--- src/rtl/code_entry_if.sv ---
// Bus between the keypad/lock side and the code_entry controller.
// The controller is the slave; whatever drives bits and reads the lock is the master.
interface code_entry_if;
  logic       bit_vld;
  logic       bit_in;
  logic       clr;
  logic       enter;
  logic       led1_n;
  logic       led2_n;
  logic [3:0] code_out;
  logic       d_out;
  logic [2:0] digits;
  logic [1:0] fail_cnt;
  logic       unlocked;
  logic       short_err;
  logic       locked_out;

  modport master (
    output bit_vld, bit_in, clr, enter, led1_n, led2_n,
    input  code_out, d_out, digits, fail_cnt, unlocked, short_err, locked_out
  );

  modport slave (
    input  bit_vld, bit_in, clr, enter, led1_n, led2_n,
    output code_out, d_out, digits, fail_cnt, unlocked, short_err, locked_out
  );
endinterface

--- src/rtl/code_entry.sv ---
// Four-bit code entry controller: collects bits, presents them to the lock with a
// confirm pulse, tracks consecutive failures and enforces a timed lockout.
module code_entry #(
  parameter int HOLD_CYC    = 4,
  parameter int MAX_FAIL    = 3,
  parameter int LOCKOUT_CYC = 1000
) (
  input  logic            clk,
  input  logic            rst,
  code_entry_if.slave     bus
);

  typedef enum logic [1:0] {
    S_IDLE,
    S_ENTRY,
    S_SUBMIT,
    S_LOCKOUT
  } state_t;

  localparam int LOCK_W = $clog2(LOCKOUT_CYC + 1);
  localparam int HOLD_W = $clog2(HOLD_CYC + 1);
  localparam logic [LOCK_W-1:0] LOCK_LAST = LOCK_W'(LOCKOUT_CYC - 1);
  localparam logic [HOLD_W-1:0] HOLD_LAST = HOLD_W'(HOLD_CYC - 1);
  localparam logic [2:0]        FAIL_LIM  = 3'(MAX_FAIL);

  state_t            state;
  logic [3:0]        code;
  logic [2:0]        digits;
  logic [1:0]        fail_cnt;
  logic              d_out;
  logic              unlocked;
  logic              short_err;
  logic              locked_out;
  logic [HOLD_W-1:0] hold_cnt;
  logic [LOCK_W-1:0] lock_cnt;
  logic [2:0]        fail_next;
  logic              unused_led2;

  // The alarm indicator is part of the lock bus but plays no role in the decision.
  assign unused_led2 = bus.led2_n;
  assign fail_next   = {1'b0, fail_cnt} + 3'd1;

  always_ff @(posedge clk) begin
    // NOTE: every register here, including the plain counters, is cleared by the
    // synchronous reset so no output can carry stale state out of reset.
    if (rst) begin
      state      <= S_IDLE;
      code       <= 4'd0;
      digits     <= 3'd0;
      fail_cnt   <= 2'd0;
      d_out      <= 1'b0;
      unlocked   <= 1'b0;
      short_err  <= 1'b0;
      locked_out <= 1'b0;
      hold_cnt   <= '0;
      lock_cnt   <= '0;
    end else begin
      // NOTE: pulse outputs default low each cycle and are raised only by the
      // branch that owns the event, giving exactly one-cycle pulses.
      unlocked  <= 1'b0;
      short_err <= 1'b0;

      case (state)
        // IDLE and ENTRY share the same priority chain; in IDLE digits is 0,
        // so enter never submits and clr just re-clears an empty entry.
        S_IDLE, S_ENTRY: begin
          if (bus.clr) begin
            code   <= 4'd0;
            digits <= 3'd0;
            state  <= S_IDLE;
          end else if (bus.enter) begin
            if (state == S_ENTRY) begin
              if (digits == 3'd4) begin
                state    <= S_SUBMIT;
                d_out    <= 1'b1;
                hold_cnt <= '0;
              end else begin
                short_err <= 1'b1;
              end
            end
          end else if (bus.bit_vld && digits != 3'd4) begin
            code   <= {code[2:0], bus.bit_in};
            digits <= digits + 3'd1;
            state  <= S_ENTRY;
          end
        end

        S_SUBMIT: begin
          if (hold_cnt == HOLD_LAST) begin
            // Last confirm cycle: the lock's answer is only trusted here.
            d_out  <= 1'b0;
            code   <= 4'd0;
            digits <= 3'd0;
            if (!bus.led1_n) begin
              fail_cnt <= 2'd0;
              unlocked <= 1'b1;
              state    <= S_IDLE;
            end else if (fail_next >= FAIL_LIM) begin
              fail_cnt   <= FAIL_LIM[1:0];
              locked_out <= 1'b1;
              lock_cnt   <= '0;
              state      <= S_LOCKOUT;
            end else begin
              fail_cnt <= fail_next[1:0];
              state    <= S_IDLE;
            end
          end else begin
            hold_cnt <= hold_cnt + HOLD_W'(1);
          end
        end

        S_LOCKOUT: begin
          if (lock_cnt == LOCK_LAST) begin
            locked_out <= 1'b0;
            fail_cnt   <= 2'd0;
            state      <= S_IDLE;
          end else begin
            lock_cnt <= lock_cnt + LOCK_W'(1);
          end
        end

        default: state <= S_IDLE;
      endcase
    end
  end

  assign bus.code_out   = code;
  assign bus.d_out      = d_out;
  assign bus.digits     = digits;
  assign bus.fail_cnt   = fail_cnt;
  assign bus.unlocked   = unlocked;
  assign bus.short_err  = short_err;
  assign bus.locked_out = locked_out;

endmodule
--- src/flat_wrapper.sv ---
// flat-port wrapper written by rule: the top's interface ports become plain ports
module code_entry_flat 
#(
  parameter int HOLD_CYC    = 4,
  parameter int MAX_FAIL    = 3,
  parameter int LOCKOUT_CYC = 1000
)
  (clk, rst, bus_bit_vld, bus_bit_in, bus_clr, bus_enter, bus_led1_n, bus_led2_n, bus_code_out, bus_d_out, bus_digits, bus_fail_cnt, bus_unlocked, bus_short_err, bus_locked_out);
  code_entry_if bus_i ();
  input  logic clk;
  input  logic rst;
  input wire logic [$bits(bus_i.bit_vld)-1:0] bus_bit_vld;
  input wire logic [$bits(bus_i.bit_in)-1:0] bus_bit_in;
  input wire logic [$bits(bus_i.clr)-1:0] bus_clr;
  input wire logic [$bits(bus_i.enter)-1:0] bus_enter;
  input wire logic [$bits(bus_i.led1_n)-1:0] bus_led1_n;
  input wire logic [$bits(bus_i.led2_n)-1:0] bus_led2_n;
  output wire logic [$bits(bus_i.code_out)-1:0] bus_code_out;
  output wire logic [$bits(bus_i.d_out)-1:0] bus_d_out;
  output wire logic [$bits(bus_i.digits)-1:0] bus_digits;
  output wire logic [$bits(bus_i.fail_cnt)-1:0] bus_fail_cnt;
  output wire logic [$bits(bus_i.unlocked)-1:0] bus_unlocked;
  output wire logic [$bits(bus_i.short_err)-1:0] bus_short_err;
  output wire logic [$bits(bus_i.locked_out)-1:0] bus_locked_out;
  assign bus_i.bit_vld = bus_bit_vld;
  assign bus_i.bit_in = bus_bit_in;
  assign bus_i.clr = bus_clr;
  assign bus_i.enter = bus_enter;
  assign bus_i.led1_n = bus_led1_n;
  assign bus_i.led2_n = bus_led2_n;
  assign bus_code_out = bus_i.code_out;
  assign bus_d_out = bus_i.d_out;
  assign bus_digits = bus_i.digits;
  assign bus_fail_cnt = bus_i.fail_cnt;
  assign bus_unlocked = bus_i.unlocked;
  assign bus_short_err = bus_i.short_err;
  assign bus_locked_out = bus_i.locked_out;
  code_entry #(.HOLD_CYC(HOLD_CYC), .MAX_FAIL(MAX_FAIL), .LOCKOUT_CYC(LOCKOUT_CYC)) u_core (.clk(clk), .rst(rst), .bus(bus_i));
endmodule
--- config.mk ---
export PLATFORM = sky130hd
export DESIGN_NAME = code_entry_flat
export DESIGN_NICKNAME = d
export VERILOG_FILES = /design/src/rtl/code_entry_if.sv /design/src/rtl/code_entry.sv /design/src/flat_wrapper.sv
export SDC_FILE = /design/constraint.sdc
export NUM_CORES = 1
export LEC_CHECK = 0
export BUFFER_PORTS_ARGS = -buffer_cell sky130_fd_sc_hd__buf_2
export CAP_MARGIN = 20
export CORE_AREA = 3 3 62 64
export CTS_BUF_LIST = sky130_fd_sc_hd__clkbuf_8
export DETAILED_ROUTE_END_ITERATION = 7
export DIE_AREA = 0 0 65 67
export GPL_ROUTABILITY_DRIVEN = 0
export PLACE_DENSITY = 0.64
export SKIP_LAST_GASP = 1
export SYNTH_ARGS = -nofsm -noshare
export SYNTH_HDL_FRONTEND = slang
export SYNTH_SLANG_ARGS = --single-unit
--- constraint.sdc ---
create_clock -name clk -period 2 [get_ports clk]
set_clock_uncertainty 0.15 [all_clocks]
set_input_delay 0.2 -clock clk [delete_from_list [all_inputs] [get_ports clk]]
set_output_delay 0.2 -clock clk [all_outputs]
set_load 0.05 [all_outputs]
* Yosys cells after proc, flatten, opt, wreduce, memory -nomap -nowiden
Cells that the tools add are included.
** Word-level totals
- Flip-flop bits (word level) :: 28
- Output and inout bits :: 13
- Logic and storage cells :: 104
** Cells by class
- $add $sub $neg :: 4
- Order comparisons :: 1
- Eq/ne operators :: 22
- Muxes and demuxes :: 48
- Bitwise operators :: 5
- Reduce and logical (&&, ||, !) cells :: 14
** Operators by type and width (number)
- $mux W10 :: 4
- $mux W3 :: 9
- $mux W2 :: 12
- $pmux W10 S2 :: 1
- $mux W4 :: 4
- $reduce_and A5 Y1 :: 3
- $ne A4 B3 Y1 const B :: 3
- $pmux W3 S2 :: 2
- $reduce_and A6 Y1 :: 2
- $mux W1 :: 11
- $add A10 B1 Y10 const B :: 1
- $eq A10 B10 Y1 const B :: 1
- $ne A2 B1 Y1 const B :: 5
- $ne A2 B2 Y1 const B :: 5
- $pmux W4 S2 :: 1
- $add A3 B1 Y3 const B :: 2
- $ne A3 B3 Y1 const B :: 2
- $pmux W2 S3 :: 1
- $not A1 Y1 :: 5
- $reduce_or A5 Y1 :: 1
- $eq A2 B2 Y1 const B :: 2
- $pmux W1 S2 :: 2
- $pmux W2 S2 :: 1
- $reduce_and A4 Y1 :: 1
- 12 further kinds :: 13

* Depth between registers and ports, before layout
Gate-level depths: netlist of run 1.
- Word-level depth :: 6
- Gate-level depth with buffers :: 7

* Worst setup path after synthesis of run 1
Ideal clock, no wire load.
- Kind :: reg2reg
- From :: reg u_core.digits[0], in the netlist u_core.bus.digits[0]
- To :: reg u_core.digits[0], in the netlist u_core.bus.digits[0]
- Arrival :: 1.862 ns
- Data required time :: 1.779 ns
- Slack :: -0.083 ns
- Stages on the path, launching flop included :: 8
- Path through :: dfxtp_1 inv_1 ha_1 nand2_1 a311oi_2 buf_2 or4_1 a21oi_1
** Between the ends
- Word-level cells in the longest chain between the ends :: 5
- Elaborated cells between the ends (all ways) :: 9
- Those cells by class :: add/sub: 1; eq/ne: 2; mux: 4; reduce/logical: 2
** RTL lines
- start, declared :: RTL line code_entry.sv:28 : logic [2:0] digits;
- start signal, assigned :: RTL line code_entry.sv:83 : digits <= digits + 3'd1;
- $add A3 B1 Y3 :: RTL line code_entry.sv:83
- $mux W3 :: RTL line code_entry.sv:81 : end else if (bus.bit_vld && digits != 3'd4) begin
- $mux W3 :: RTL line code_entry.sv:71 : end else if (bus.enter) begin
- $mux W3 :: RTL line code_entry.sv:67 : if (bus.clr) begin
- $pmux W3 S2 :: RTL line code_entry.sv:63 : case (state)
Parallel ways exist; a longest one is shown, timed or not. The select of a mux whose other input is x is not followed.
A chain may end at the register's enable or synchronous reset.

* Worst setup path in the final report of run 1
- From :: reg u_core.digits[0], in the netlist u_core.bus.digits[0]
- To :: reg u_core.digits[2], in the netlist u_core.bus.digits[2]
The elaborated chain is that of the path after synthesis.

==> results of run 1 <==
## worst paths after layout
path | end | slack [ps] | cells after the start
max | u_core.bus.digits[2]$_SDFFE_PP0P_ | 110 | 7
min | u_core.bus.short_err$_SDFF_PP0_ | 60 | 3
max reg2reg | u_core.bus.digits[2]$_SDFFE_PP0P_ | 110 | 7
min reg2reg | u_core.bus.locked_out$_SDFFE_PP0P_ | 330 | 1
## flip-flops by register name (all words and copies together) (netlist names)
signal	cells
u_core.state	2
u_core.bus.code_out	4
u_core.bus.locked_out	1
u_core.bus.short_err	1
u_core.bus.unlocked	1
u_core.bus.fail_cnt	2
u_core.bus.digits	3
u_core.lock_cnt	10
u_core.bus.d_out	1
u_core.hold_cnt	3
## layer usage
| metal | vias up | wire, um | global-route usage |
|---|---|---|---|
| met5 | - | 0 | 0 |
| met4 | 0 | 23 | 0.0475 |
| met3 | 4 | 126 | 0.0236 |
| met2 | 28 | 1530 | 0.276 |
| met1 | 592 | 1370 | 0.193 |
| li1 | 640 | - | - |
## layout by cell type (no fill, tap or decap), drive strengths merged, types with 3 or more instances in the layout
master	count
a211o	3
a21oi	12
a311oi	3
and3	4
buf	24
clkbuf	3
dfxtp	28
ha	5
inv	7
nand2	13
nand3	4
nor2	13
nor3	7
nor4	3
o21ai	11
or4b	5
## cell type report
cell class	count	area, um2
clock buffer	3	41.3
clock inverter	1	30.0
fill	337	1650
inverter	7	26.3
multi-input combinational	117	830
sequential	28	563
tap	46	57.6
timing repair buffer	25	143
## worst max-delay path: stages, from the launching register on
cell      delay [ps]
dfxtp_2          370
inv_1             50
ha_1             200
nand2_1          100
a311oi_2         120
buf_4            190
or4_1            500
a21oi_2          150
## power by group
| part | switching (W) | leakage (nW) | internal, W |
|---|---|---|---|
| logic | 0.0000684 | 0.405 | 0.0000393 |
| registers | 0.0000136 | 0.227 | 0.000566 |
| clock network | 0.000174 | 0.0357 | 0.000268 |
| total | 0.000256 | 0.667 | 0.000874 |
## per-stage QoR
stage,instances,worst slack (ps),cell area [um2]
floorplan,158,97.8,1440
global placement,222,166,1600
detailed placement,222,81.4,1600
CTS,227,59.3,1680
global route,227,8.98,1690
finish,227,112,1690
## timing repair
item	CTS	global route
setup endpoints to repair	0	5
gates resized for setup	0	2
hold endpoints to repair	1	0
hold buffers	1	0
## cell families after synthesis
family / count (synthesis) / synth area share
xor gates and xnor gates: 1 / 0.00610
muxes: 2 / 0.0157
and+or+nand+nor: 66 / 0.275
DFF: 28 / 0.390
AOI/OAI and AO/OA: 43 / 0.233
buffers and inverters: 13 / 0.0366
adders and majority gates: 5 / 0.0436
==> summary.md, run 1 <==
| Metric | Value |
|---|---|
| Status | `completed` |
| Root buf cell | `clkbuf_8` |
| Reg2reg start | `u_core.bus.digits[0]$_SDFFE_PP0P_` |
| Crit path launch type | `register` |
| Max clock buf depth | `2` |
| First-pass GRT wire length | `5.35 mm` |
| Final Cycle Share | `0.944` |
| VDD IR max | `0.000262 V` |
| Die Y | `67 um` |
| CTS tree | `built` |
| Setup violations, final | `0` |
| Post-synth cell types | `49` |
| Vias | `1264` |
| Worst min-delay path category | `input port to register` |
| Post-CTS Repair Setup Buffers | `0` |
| Synth Cell Area | `0.00144 mm2` |
| CTS buffer count | `3` |
| Initial Util | `0.430` |
| Largest net degree at the start of global routing | `23` |
| Vias in the first global route | `1214` |
| Worst EP required | `2070 ps` |
| Fin crit period | `1890 ps` |
| # clock sinks | `28` |
| DRT iter0 DRCs | `130` |
| Area contributors post-synth | `dfxtp_1 39%, ha_1 4.4%, a21oi_1 3.8%, or4b_1 3.5%, nor2_1 3.4%` |
| Wire per inst | `13.4 um` |
| Ant. Diodes | `0` |
| Vias/cell | `5.57` |
| PD cells | `668 mW/mm2` |
| Drt pass-1 iters | `4` |
| Post-route setup TNS | `0 ps` |
| Layout area overhead | `17.7%` |
| Count leader, synth | `dfxtp_1` |
| Largest fanout on the critical path | `11` |
| Max-slew headroom | `0.724` |
| Core Rows | `21` |
| Layout cells sized above 1 | `0.254` |
| #FFs+latches synth | `28` |
| Post-layout util | `0.507` |
| Routed Antenna Nets | `0` |
| Initial antenna violation count | `0` |
| Most instantiated cells after synthesis | `28 x dfxtp_1, 13 x nor2_1, 12 x nand2_1` |
| Max Freq | `0.530 GHz` |
| HPWL Detailed | `2.28 mm` |
| Syn Area/Cell | `9.09 um2` |
| DRC viols | `0` |
| Number of H-tree levels | `1` |
| Final Hold Viols | `0` |
| Final wirelength | `3.05 mm` |
| RSZ-0062 raised after global routing | `no` |
| Worst EP arrival | `1950 ps` |
| Clock Pin Slew Worst Setup and Hold Paths | `100 ps` |
| Setup CP Type | `register to register` |
| Seq/Total Area, Yosys | `0.390` |
| Worst setup EP type | `register` |
| Final net count | `195` |
| CORE AREA | `0.00334 mm2` |
| Number of flops mapped to enable cells by yosys | `0` |
| Leak | `0.667 nW` |
| Max Slew Vio Count | `0` |
| Synth Warn # | `0` |
| Die Footprint | `0.00436 mm2` |
| Worst-Margin Slew | `413 ps` |
| Hold Startpoint | `bus_enter` |
| Synth area leader | `dfxtp_1` |
| Worst Setup SP | `u_core.bus.digits[0]$_SDFFE_PP0P_` |
| Die Width | `65 um` |
| Post-synthesis async set-or-reset flop share | `0` |
| Worst-skew pair later-pin latency | `270 ps` |
| Syn_nets | `171` |
| Total power | `0.00113 W` |
| Main synth FF type | `dfxtp_1` |
| Hold slack final | `59.3 ps` |
| Top-area cell type share of the netlist area | `0.390` |
| Max Cap Violations | `0` |
| Syn Inst Count | `158` |
| Total GRT Usage | `0.156` |
| GRT overflow | `0` |
| IO Pins | `21` |
| Buffers on Ports | `19` |
Power figures use the tool's default switching activity.
==> inputs of run 2 (changes only) <==
CORE_AREA = 2 2 61 63   (was 3 3 62 64)
DIE_AREA = 0 0 63 65   (was 0 0 65 67)
==> run 2 against run 1 <==
- power up 0.19%
- worst hold slack better by 12 ps
- count of clock-buffer cells in the layout unchanged
- combinational power about the same
- core utilization down 2.8 points
- non-clock buffer count down 2
- cell count unchanged
- worst setup slack better by 18 ps
- design area down 1.1%
- via count up 1.2%
- die area down 6.0%
- largest cell class unchanged
==> summary.md, run 2 (synthesis results as in run 1) <==
| Metric | Value |
|---|---|
| Status | `completed` |
| Vias | `1279` |
| Buffers on Ports | `19` |
| Largest fanout on the critical path | `7` |
| Worst EP arrival | `1930 ps` |
| Global Route met3 Usage | `0.0260` |
| Post-route setup TNS | `0 ps` |
| Clock Pin Slew Worst Setup and Hold Paths | `100 ps` |
| Layout area overhead | `16.4%` |
| Setup violations, final | `0` |
| First-pass GRT wire length | `5.10 mm` |
| Setup CP Type | `register to register` |
| CP max stage delay | `420 ps` |
| Total GRT Usage | `0.157` |
| RSZ-0062 raised after global routing | `no` |
| Most flop-heavy register | `u_core.lock_cnt` |
| Post-layout util | `0.478` |
| CORE AREA | `0.00350 mm2` |
| Max FFs per register | `10` |
| Met1 Usage GRT | `0.185` |
| Max Slew Vio Count | `0` |
| HPWL Detailed | `2.26 mm` |
| Drt pass-1 iters | `4` |
| Max clock buf depth | `2` |
| Post-CTS Repair Setup Buffers | `0` |
| DRC viols | `0` |
| Worst-Margin Slew | `364 ps` |
| GRT busiest layer | `met2` |
| DRT iter0 DRCs | `45` |
| Final wirelength | `3.07 mm` |
| Ant. Diodes | `0` |
| IO Pins | `21` |
| VDD IR max | `0.000287 V` |
| Fin crit period | `1870 ps` |
| Worst Hold Path EP | `u_core.bus.short_err$_SDFF_PP0_` |
| Total power | `0.00113 W` |
| Root buf cell | `clkbuf_8` |
| Initial Util | `0.411` |
| GRT overflow | `0` |
| Routed Antenna Nets | `0` |
| Largest net degree at the start of global routing | `23` |
| Hold slack final | `70.8 ps` |
| PD cells | `677 mW/mm2` |
| Die Width | `63 um` |
| Worst-skew pair later-pin latency | `280 ps` |
| Crit path launch type | `register` |
| Most frequent cells in the layout | `26 x dfxtp_1, 19 x buf_2, 13 x nor2_1` |
| Leak | `0.659 nW` |
| Register area | `563 um2` |
| Vias in the first global route | `1139` |
| Final Hold Viols | `0` |
| Most common cell after layout, fill and taps aside | `dfxtp_1` |
| Crit path cell chain | `ha_1 -> ha_1 -> or3b_4 -> nand2_1 -> o31ai_1 -> a21oi_1` |
| Area occupied by multi-input gates | `823 um2` |
| CTS tree | `built` |
| Worst min-delay path category | `input port to register` |
| Hold Startpoint | `bus_enter` |
| Final net count | `193` |
| CTS buffer count | `3` |
| Most Frequent Cell on Critical Path | `ha_1` |
| Slowest stage cell, crit path | `or3b_4` |
| Final Cycle Share | `0.935` |
| Fillers | `356` |
| Worst setup EP type | `register` |
| WHS Path Cells | `3` |
| Worst EP required | `2060 ps` |
| Worst reg2reg path depth | `6` |
| Wire per inst | `13.5 um` |
| Layout cells sized above 1 | `0.235` |
| Number of H-tree levels | `1` |
| Die Footprint | `0.00410 mm2` |
| Initial antenna violation count | `0` |
| Die Y | `65 um` |
| Vias/cell | `5.63` |
| Max-slew headroom | `0.757` |
| Setup slack, reg-to-reg | `130 ps` |
| Max Cap Violations | `0` |
| Place WS | `154 ps` |
| Core Rows | `22` |
| # clock sinks | `28` |
| Reg2reg start | `u_core.hold_cnt[0]$_SDFFE_PP0P_` |
| R2R Path End | `u_core.bus.digits[2]$_SDFFE_PP0P_` |
| Final worst slack | `131 ps` |
| Met2 usage in global routing | `0.270` |
| Max Freq | `0.535 GHz` |
-- run 2: changes by cell type in the layout (fill, tap and decap cells not counted) --
| cell | delta |
|---|---|
| buf_4 | -2 |
| a21oi_1 | +1 |
| a21oi_2 | -1 |
| nand2_1 | +1 |
| nand2_2 | -1 |
-- run 2: worst max-delay path: cells and delay by family, from the launching register on --
family,cells,cell delay (ps)
AOI/OAI and AO/OA,2,230
adders and majority gates,2,450
DFF,1,340
and+or+nand+nor,2,650
-- run 2: what timing repair did --
action,4_1_cts,5_1_grt
hold buffers,1,0
hold endpoints to repair,1,0
resized for setup,0,0
-- run 2: worst max path at each step --
stage | startpoint | to | slack, ps
2_1_floorplan | u_core.bus.digits[0]$_SDFFE_PP0P_ | u_core.bus.digits[0]$_SDFFE_PP0P_ | 100
3_3_place_gp | u_core.hold_cnt[0]$_SDFFE_PP0P_ | u_core.bus.digits[2]$_SDFFE_PP0P_ | 160
3_5_place_dp | u_core.hold_cnt[0]$_SDFFE_PP0P_ | u_core.bus.digits[2]$_SDFFE_PP0P_ | 150
4_1_cts | u_core.hold_cnt[0]$_SDFFE_PP0P_ | u_core.bus.code_out[2]$_SDFFE_PP0P_ | 120
5_1_grt | u_core.hold_cnt[0]$_SDFFE_PP0P_ | u_core.bus.code_out[2]$_SDFFE_PP0P_ | 10
6_report | u_core.hold_cnt[0]$_SDFFE_PP0P_ | u_core.bus.digits[2]$_SDFFE_PP0P_ | 130
-- run 2: final cells by class --
type / count / share of cell area
tap: 48 / 0.0359
multi-input combinational: 117 / 0.493
sequential: 28 / 0.337
clock inverter: 1 / 0.0180
timing repair buffer: 23 / 0.0763
clock buffer: 3 / 0.0247
inverter: 7 / 0.0157
-- run 2: power by group --
group / total, W / internal [W] / switching (W)
combinational: 0.000107 / 0.0000369 / 0.0000700
sequential: 0.000579 / 0.000566 / 0.0000125
clock: 0.000446 / 0.000268 / 0.000178
total: 0.00113 / 0.000871 / 0.000261
-- run 2: routing by layer --
metal / share of wire / vias up
li1: - / 638
met1: 0.46 / 616
met2: 0.50 / 21
met3: 0.031 / 4
met4: 0.014 / 0
met5: 0 / -
-- run 2: through the flow --
step	std cells	cell area [um2]
floorplan	158	1440
global placement	222	1590
detailed placement	222	1590
CTS	227	1670
global route	227	1670
finish	227	1670
==> inputs of run 3 (changes only) <==
HOLD_SLACK_MARGIN = 0.1   (was unset)
MAX_ROUTING_LAYER = met4   (was unset)
==> run 3 against run 2 <==
- critical path depth unchanged
- highest routed layer unchanged
- global-route usage is 0.51 points higher
- largest power group unchanged
- flip-flop and latch count unchanged
- largest cell class unchanged
- sequential power hardly changed
==> summary.md, run 3 (synthesis results as in run 1) <==
| Metric | Value |
|---|---|
| Setup CP Type | `register to register` |
| CP max stage delay | `420 ps` |
| Worst min-delay path category | `input port to register` |
| Die Footprint | `0.00410 mm2` |
| Most frequent cells in the layout | `26 x dfxtp_1, 19 x buf_2, 13 x nor2_1` |
| CTS tree | `built` |
| Hold Startpoint | `bus_bit_in` |
| Post-CTS sizing | `0` |
| Core Rows | `22` |
| Fin area | `0.00168 mm2` |
| Root buf cell | `clkbuf_8` |
| Initial antenna violation count | `0` |
| Post-route setup TNS | `0 ps` |
| Slowest stage cell, crit path | `or3b_4` |
| Layout Cells excl Fill | `228` |
| Vias/cell | `5.60` |
| Crit path launch type | `register` |
| Fin crit period | `1870 ps` |
| IO Pins | `21` |
| Setup violations, final | `0` |
| Setup slack, reg-to-reg | `130 ps` |
| Layout area overhead | `17.1%` |
| Layout cells sized above 1 | `0.233` |
| Worst EP arrival | `1930 ps` |
| DRC viols | `0` |
| Worst Hold Path EP | `u_core.bus.code_out[0]$_SDFFE_PP0P_` |
| Buffers on Ports | `19` |
| Buf+Inv Stages, Crit Path | `0` |
| First-pass GRT wire length | `5.13 mm` |
| Total power | `0.00113 W` |
| Worst-skew pair later-pin latency | `280 ps` |
| Drt pass-1 iters | `4` |
| PD cells | `673 mW/mm2` |
| RSZ-0062 raised after global routing | `no` |
| Status | `completed` |
| Final Cycle Share | `0.936` |
| Worst setup EP type | `register` |
| Max Cap Violations | `0` |
| Placed inst area | `0.00159 mm2` |
| Ant. Diodes | `0` |
| VDD IR max | `0.000287 V` |
| Final net count | `194` |
| Reg2reg start | `u_core.hold_cnt[0]$_SDFFE_PP0P_` |
| Wire per inst | `13.4 um` |
| Vias in the first global route | `1145` |
| Leak | `0.663 nW` |
| Max FFs per register | `10` |
| Total GRT Usage | `0.162` |
| Most flop-heavy register | `u_core.lock_cnt` |
| HPWL Detailed | `2.26 mm` |
| Number of H-tree levels | `1` |
| Largest net degree at the start of global routing | `23` |
| Max Slew Vio Count | `0` |
| WHS Path Cells | `3` |
| Clock Pin Slew Worst Setup and Hold Paths | `100 ps` |
| CTS buffer count | `3` |
| CORE AREA | `0.00350 mm2` |
| Final Hold Viols | `0` |
| Die Width | `63 um` |
| DRT iter0 DRCs | `71` |
| Worst reg2reg path depth | `6` |
| Crit path depth | `6` |
| Crit path cell chain | `ha_1 -> ha_1 -> or3b_4 -> nand2_1 -> o31ai_1 -> a21oi_1` |
| # clock sinks | `28` |
| Die Y | `65 um` |
| Max-slew headroom | `0.759` |
| Delay-heaviest family, CP | `simple AND/OR/NAND/NOR gates` |
| Dpl cells | `222` |
| R2R Path End | `u_core.bus.digits[2]$_SDFFE_PP0P_` |
| Largest fanout on the critical path | `7` |
| Most Frequent Cell on Critical Path | `ha_1` |
| Routed Antenna Nets | `0` |
| Worst EP required | `2060 ps` |
| Worst-Margin Slew | `360 ps` |
| Vias | `1276` |
| Final wirelength | `3.07 mm` |
| Max clock buf depth | `2` |
| Most common cell after layout, fill and taps aside | `dfxtp_1` |
| Initial Util | `0.411` |
| Max Freq | `0.534 GHz` |
| Hold slack final | `114 ps` |
| GRT overflow | `0` |
[run 3: layout make-up]
class	instances	area, um2
Clock inverter	1	30.0
Clock buffer	3	41.3
Timing Repair Buffer	24	138
Inverter	7	26.3
Sequential cell	28	563
Tap cell	48	60.1
Fill cell	355	1810
Multi-Input combinational cell	117	823
[run 3: stage by stage]
stage                util  worst slack (ps)
floorplan               -              97.8
global placement    0.455               159
detailed placement  0.455               154
CTS                 0.481               115
global route        0.481              14.0
finish              0.481               128
[run 3: worst min-delay path, cell delays in order]
cell	delay (ps)
buf_2	90
or4b_1	150
a21oi_1	60
[run 3: worst max-delay path by stage]
stage                                            startpoint                                   to  slack, ps
final                       u_core.hold_cnt[0]$_SDFFE_PP0P_    u_core.bus.digits[2]$_SDFFE_PP0P_        130
after global routing        u_core.hold_cnt[0]$_SDFFE_PP0P_  u_core.bus.code_out[2]$_SDFFE_PP0P_         10
after CTS                   u_core.hold_cnt[0]$_SDFFE_PP0P_  u_core.bus.code_out[2]$_SDFFE_PP0P_        120
after detailed placement    u_core.hold_cnt[0]$_SDFFE_PP0P_    u_core.bus.digits[2]$_SDFFE_PP0P_        150
after global placement      u_core.hold_cnt[0]$_SDFFE_PP0P_    u_core.bus.digits[2]$_SDFFE_PP0P_        160
after floorplan           u_core.bus.digits[0]$_SDFFE_PP0P_    u_core.bus.digits[0]$_SDFFE_PP0P_        100
[run 3: report_power, final]
group / internal, W / switching, W / leakage (nW)
Sequential: 0.000566 / 0.0000124 / 0.227
Combinational: 0.0000381 / 0.0000695 / 0.400
Clock: 0.000268 / 0.000178 / 0.0357
Total: 0.000873 / 0.000260 / 0.663
[run 3: routing by layer]
| layer | global-route usage | up-vias | part of all wire |
|---|---|---|---|
| met2 | 0.271 | 20 | 0.50 |
| met3 | 0.0260 | 4 | 0.033 |
| li1 | - | 639 | - |
| met1 | 0.186 | 613 | 0.45 |
| met4 | 0.0861 | 0 | 0.014 |
| met5 | - | - | 0 |
[run 3: repair_timing]
item | in CTS | in global routing
setup buffers | 0 | 0
endpoints found under the hold margin | 4 | 0
hold buffers | 2 | 0
setup endpoints to repair | 0 | 0
